File: config.mk
export PLATFORM = sky130hd
export DESIGN_NAME = fb_write_arbiter
export DESIGN_NICKNAME = d
export VERILOG_FILES = /design/src/rtl/fb_write_arbiter.sv
export SDC_FILE = /design/constraint.sdc
export NUM_CORES = 1
export LEC_CHECK = 0
export ABC_AREA = 1
export BUFFER_PORTS_ARGS = -buffer_cell sky130_fd_sc_hd__buf_2
export CAP_MARGIN = 20
export CORE_MARGIN = 2
export CORE_UTILIZATION = 44
export DETAILED_ROUTE_END_ITERATION = 10
export PLACE_DENSITY = 0.89
export SLEW_MARGIN = 10
export SYNTH_ARGS = -nofsm -noshare
export SYNTH_HDL_FRONTEND = slang
export SYNTH_SLANG_ARGS = --single-unit
File: constraint.sdc
create_clock -name clk -period 1.9 [get_ports clk]
set_clock_uncertainty 0.05 [all_clocks]
set_input_delay 0.38 -clock clk [delete_from_list [all_inputs] [get_ports clk]]
set_output_delay 0.38 -clock clk [all_outputs]
set_load 0.01 [all_outputs]
File: src/rtl/fb_write_arbiter.sv
// Round-robin arbiter granting one of three burst writers access to a single framebuffer write port.
// One cycle to arbitrate, one-cycle registered output stage, bursts capped at MAX_BURST beats.
module fb_write_arbiter #(
  parameter int ADDR_W    = 19,
  parameter int DATA_W    = 32,
  parameter int MAX_BURST = 64
) (
  input  logic                clk,
  input  logic                rst,
  input  logic [2:0]          req_valid,
  input  logic [3*ADDR_W-1:0] req_addr,
  input  logic [3*DATA_W-1:0] req_data,
  input  logic [2:0]          req_last,
  output logic [2:0]          req_ready,
  output logic                fb_valid,
  output logic [ADDR_W-1:0]   fb_addr,
  output logic [DATA_W-1:0]   fb_wdata,
  input  logic                fb_ready,
  output logic                grant_valid,
  output logic [1:0]          grant_id
);

  localparam int CNT_W = $clog2(MAX_BURST + 1);

  typedef enum logic {IDLE, GRANT} state_t;

  state_t              state_q;
  logic [1:0]          rr_ptr_q;
  logic [1:0]          grant_id_q;
  logic [CNT_W-1:0]    beat_cnt_q;
  logic                fb_valid_q;
  logic [ADDR_W-1:0]   fb_addr_q;
  logic [DATA_W-1:0]   fb_wdata_q;

  logic                stage_free;
  logic                accept;
  logic                burst_end;
  logic                found;
  logic [1:0]          pick;
  logic [1:0]          cand;
  logic [1:0]          rr_ptr_d;
  logic [CNT_W-1:0]    beat_cnt_d;
  logic [ADDR_W-1:0]   gnt_addr;
  logic [DATA_W-1:0]   gnt_data;

  function automatic logic [1:0] inc3(input logic [1:0] v);
    return (v == 2'd2) ? 2'd0 : v + 2'd1;
  endfunction

  // Scan requesters starting at rr_ptr, wrapping modulo 3.
  always_comb begin
    found = 1'b0;
    pick  = rr_ptr_q;
    cand  = rr_ptr_q;
    for (int k = 0; k < 3; k++) begin
      if (!found && req_valid[cand]) begin
        found = 1'b1;
        pick  = cand;
      end
      cand = inc3(cand);
    end
  end

  assign stage_free = !fb_valid_q || fb_ready;
  assign gnt_addr   = req_addr[grant_id_q*ADDR_W +: ADDR_W];
  assign gnt_data   = req_data[grant_id_q*DATA_W +: DATA_W];
  assign accept     = (state_q == GRANT) && req_valid[grant_id_q] && stage_free;
  assign beat_cnt_d = beat_cnt_q + 1'b1;
  assign burst_end  = req_last[grant_id_q] || (beat_cnt_d == CNT_W'(MAX_BURST));
  assign rr_ptr_d   = inc3(grant_id_q);

  always_comb begin
    req_ready = 3'b000;
    if (state_q == GRANT && !rst) req_ready[grant_id_q] = stage_free;
  end

  always_ff @(posedge clk) begin
    if (rst) begin
      state_q    <= IDLE;
      rr_ptr_q   <= 2'd0;
      grant_id_q <= 2'd0;
      beat_cnt_q <= '0;
      fb_valid_q <= 1'b0;
      fb_addr_q  <= '0;
      fb_wdata_q <= '0;
    end else begin
      case (state_q)
        IDLE: begin
          if (found) begin
            grant_id_q <= pick;
            beat_cnt_q <= '0;
            state_q    <= GRANT;
          end
        end
        GRANT: begin
          if (accept) begin
            beat_cnt_q <= beat_cnt_d;
            if (burst_end) begin
              state_q  <= IDLE;
              rr_ptr_q <= rr_ptr_d;
            end
          end
        end
        default: state_q <= IDLE;
      endcase

      // The last beat may still sit here while the FSM re-arbitrates.
      if (accept) begin
        fb_valid_q <= 1'b1;
        fb_addr_q  <= gnt_addr;
        fb_wdata_q <= gnt_data;
      end else if (fb_ready) begin
        fb_valid_q <= 1'b0;
      end
    end
  end

  assign fb_valid    = fb_valid_q;
  assign fb_addr     = fb_addr_q;
  assign fb_wdata    = fb_wdata_q;
  assign grant_valid = (state_q == GRANT);
  assign grant_id    = grant_id_q;

endmodule

* After elaboration in Yosys (flattened, before gate mapping)
Cells that the tools add are included.
W data, S select, Z words.
** Storage, ports and cells
- Bits in registers :: 64
- Bits of input ports :: 162
- Output and inout port bits :: 58
- Word-level logic and storage cells :: 73
** Operators by class
- Add/subtract/negate cells :: 4
- $mul :: 1
- Order comparisons :: 5
- Equal/unequal tests :: 6
- Shift operators :: 2
- Multiplexer cells :: 30
- Bitwise gates (word level) :: 2
- Reduce and logical (&&, ||, !) cells :: 16
** Operator list (count)
- $shiftx A96 B8 Y32 :: 1
- $shiftx A57 B8 Y19 :: 1
- $mux W1 :: 14
- $mux W7 :: 2
- $pmux W7 S2 :: 1
- $lt A2 B3 Y1 const B :: 4
- $bmux W1 S2 :: 5
- $mux W2 :: 5
- $add A7 B1 Y7 const B :: 1
- $eq A7 B7 Y1 const B :: 1
- $mul A2 B5 Y7 const B :: 1
- $add A2 B1 Y2 const B :: 3
- $eq A2 B2 Y1 const B :: 3
- $logic_and A1 B1 Y1 :: 6
- $logic_not A1 Y1 :: 4
- $reduce_and A2 Y1 :: 2
- $and A3 B3 Y3 :: 1
- $mux W3 :: 1
- $reduce_and A3 Y1 :: 1
- $demux W1 S2 :: 1
- $ge A2 B1 Y1 const B :: 1
- $logic_or A1 B1 Y1 :: 2
- $ne A2 B1 Y1 const B :: 1
- $ne A2 B2 Y1 const B :: 1
- other kinds (3) :: 3

* Depth between registers and ports, before layout
- Depth after elaboration :: 11
- Mapped depth :: 11
- Gate-level depth less buffers :: 11

* Worst setup path after synthesis
OpenSTA, ideal clock, no wires.
- Path type :: reg2out
- Start point :: register grant_id_q[0], in the netlist grant_id[0]
- End point :: output port req_ready[0]
- Arrival :: 1158 ps
- Required time :: 1470 ps
- Path slack :: 312 ps
- Cell stages (with the launch flop) :: 5
- Cells stage by stage :: dfxtp_1 nor2_2 clkbuf_1 inv_1 nor2_1
** On the way
- Cells in the longest elaborated chain, start to end :: 6
- Elaborated cells on any way between the ends :: 7
- Those cells by class :: 2 x order compare; 3 x mux; 1 x bitwise; 1 x reduce/logical
** Ends and longest elaborated chain
- start: declaration :: line 29 : logic [1:0] grant_id_q;
- start signal: assignment :: line 90 : grant_id_q <= pick;
- $lt A2 B3 Y1 (implied by the code) / $ge A2 B1 Y1 (equally long branches) :: line 74 : if (state_q == GRANT && !rst) req_ready[grant_id_q] = stage_free;
- $logic_and A1 B1 Y1 (implied by the code) :: line 74
- $mux W1 (implied by the code) :: line 74
- $demux W1 S2 * :: line 74
- $and A3 B3 Y3 (no line) *
- $mux W3 * :: line 74
- end: declaration :: line 14 : output logic [2:0] req_ready,
Every way passes the cells marked *; elsewhere a longest branch is shown, timed or not.

* Worst setup path after layout
- Start point :: register grant_id_q[0], in the netlist grant_id[0]
- End point :: output port req_ready[2]
The elaborated chain is that of the path after synthesis.

==> impl_results.md <==
* Core Box Area at 0.00809 mm²
* Finished Cell Area at 0.00502 mm²
* Grt ovf at 0
* Worst hold margin at 0.282 ns
* Final wirelength at 11,200 µm
* Fin crit share at 93.6%
* Setup TNS Final at 0 ns
* DRC viols at 0
* Sequential Power Share at 31.7%
* Clock power share at 20.7%
* Antenna violations before repair at 0
* Post-synthesis cell area at 0.00361 mm²
* CP Cell Sequence: buf_4, nor3_2, buf_2
* Setup repair bufs after CTS at 0
* Peak VDD IR at 551 µV
* Layout area overhead at 39.2%
* CTS Hold Bufs at 0
* Req. time, crit path at 1.47 ns
* Share of layout cells above drive strength 1 at 33.1%
* RSZ-0062 raised after global routing: no
* Initial DRC Count at 187
* Vias in the first global route at 4,214
* Clk sink count at 64
* Placer Congestion at 0.972
* Achievable Freq at 562 MHz
* Largest net degree at the start of global routing at 55
* Synth cell types at 24
* Internal at 3370 µW
* PortBufs at 219
* Fin crit period at 1.78 ns
* Placement Setup Slack at 0.245 ns
* Highest metal used: met4
* Part of the Yosys area used for sequential elements at 35.5%
* Max stage delay cell, worst path: dfxtp_2
* Register bit count reported by yosys at 64
* Final setup vio count at 0
* Clk pin slew, worst setup/hold paths at 0.07 ns
* Maximum clock path buffer count at 2
* Synthesized area per cell at 6.06 µm²
* Slew headroom at 78.2%
* Placed inst area at 0.00480 mm²
* Switch share at 41.6%
* WL met2 at 5450 µm
* Die area at 0.00894 mm²
* Comb pwr share at 47.6%
* WL/cell at 12.3 µm
* H-tree Lvls at 3
* Synthesized net count at 758
* Crit path DAT at 1.35 ns
* Max-slew violations at 0
* Status: finished clean
* Die Span Y at 94.5 µm
* Global-route wire length before repair at 18,000 µm
* YS warnings at 0
* Tightest Pin Transition at 0.326 ns
* Initial Util at 44.6%
* Max-Cap Viols at 0
* CP endpoint kind: output pin
* Diodes inserted at 0
* Final worst slack at 0.121 ns
* Switching power at 2400 µW
* Hold crit path type: in -> reg
* LEAKAGE at 0.00259 µW
* CP top delay family: buffers and inverters
* Syn Inst Count at 595
* Endpoints failing hold at 0
* DIE WIDTH at 94.5 µm
* DP HPWL at 8390 µm
* Fillers at 800
* Via count at 4,565
* Vias per cell at 5.03
* Clk root buf: clkbuf_8
* GRT Util Overall at 25.2%
* DR pass1 iterations at 5
* CTS buffer count at 9
* CTS tree: done
* Clk_lat worst skew at 0.33 ns
* P per Cell Area at 1150 mW/mm²
* I/O Pins at 220
* Type of the worst setup path: reg -> out
* Layout Nets at 961
* Site row count at 33
* Final ANT Viol Nets at 0
* Worst-path maximum fanout at 30
* Slowest Stage Delay on Critical Path at 0.42 ns
* Final core occ at 62.0%
* Buffers and inverters on the worst path at 2
* Critical Path Source Type: flip-flop
* Wl on met1 at 4640 µm
* Met3 Routed Length at 845 µm
-- routing by layer --
layer  vias up  track usage (%)
met5         -                0
met2       178             46.4
met3        19             5.19
li1       2348                -
met4         0             10.7
met1      2020             28.0
-- power by group through the flow --
stage                     Sequential [µW]  Combinational, µW  Clock (µW)
after detailed placement             1850               2740           0
after global placement               1850               2710           0
after floorplan                      1960               1680           0
after CTS                            1830               2740        1230
after global routing                 1870               3090        1290
final                                1830               2740        1190
-- cell families (layout without fill, tap and decap cells) --
kind of cell | Yosys count | in the layout | share of synthesized area [%]
buffers and inverters | 63 | 271 | 7.63
flip-flops | 64 | 64 | 35.5
AND/OR/NAND/NOR | 394 | 394 | 46.0
adder cells (fa/ha/maj) | 1 | 1 | 0.347
AO/OA/AOI/OAI | 73 | 73 | 10.5
-- registers in the layout, indices dropped and copies added, names as in the netlist --
| signal | flops |
|---|---|
| grant_valid | 1 |
| fb_wdata | 32 |
| rr_ptr_q | 2 |
| beat_cnt_q | 7 |
| grant_id | 2 |
| fb_valid | 1 |
| fb_addr | 19 |
-- stage by stage --
stage	power, µW	std cells
2_1_floorplan	3640	595
3_3_place_gp	4560	892
3_5_place_dp	4590	892
4_1_cts	5800	908
5_1_grt	6240	908
6_report	5770	908
-- area by class of cell --
cell class	instances	area (µm²)	area share [%]
Clock buffer	11	151	3.02
Clock inverter	5	55.1	1.10
Inverter	21	80.1	1.60
Multi-Input combinational cell	468	2070	41.2
Sequential cell	64	1290	25.6
Tap cell	105	131	2.62
Timing Repair Buffer	234	1250	24.8
-- worst reg2reg max path, delay by kind of cell, from the launching register on --
family	cells	cell delay, ns
AND/OR/NAND/NOR	8	0.70
adder cells (fa/ha/maj)	1	0.18
flip-flops	1	0.39
AO/OA/AOI/OAI	1	0.21
-- cell usage in the layout (no fill, tap or decap) --
cell	n
a21oi_1	13
a21oi_2	1
buf_12	3
buf_2	219
buf_4	12
bufinv_16	1
clkbuf_8	11
clkinv_2	3
clkinvlp_4	2
dfxtp_1	60
dfxtp_2	4
ha_1	1
inv_1	19
inv_2	1
nand2_1	143
nand2_2	2
nand3_1	124
nand3_2	1
nand3b_1	1
nand4_1	1
nor2_1	117
nor2_2	2
nor2_4	2
nor3_2	1
o211ai_2	1
o21ai_0	37
o21ai_1	20
o21bai_1	1
-- what timing repair did --
action / 4_1_cts / 5_1_grt
endpoints found under the setup margin: 0 / 3
gates resized for setup: 0 / 6
endpoints found under the hold margin: 0 / 0
-- synthesized netlist by cell type, drive strengths merged --
cell	count	area, µm²
nand3b	1	7.51
o211ai	1	12.5
a21oi	14	73.8
nand2	145	547
nor3	1	5.00
o21ai	57	285
ha	1	12.5
nand4	1	6.26
o21bai	1	7.51
buf	14	90.1
nand3	125	631
nor2	121	462
clkbuf	28	105
clkinv	1	5.00
dfxtp	64	1280
inv	20	75.1
-- worst paths after layout --
check / depth (start not counted) / endpoint / start / slack, ns
setup / recovery: 3 / req_ready[2] / grant_id[0]$_SDFFE_PP0P_ / 0.12
hold / removal: 2 / beat_cnt_q[4]$_SDFFE_PP0P_ / rst / 0.28
setup reg to reg: 10 / rr_ptr_q[1]$_SDFFE_PP0P_ / beat_cnt_q[1]$_SDFFE_PP0P_ / 0.27
hold reg to reg: 1 / beat_cnt_q[0]$_SDFFE_PP0P_ / beat_cnt_q[0]$_SDFFE_PP0P_ / 0.42
(Power assumes the default switching activity.)
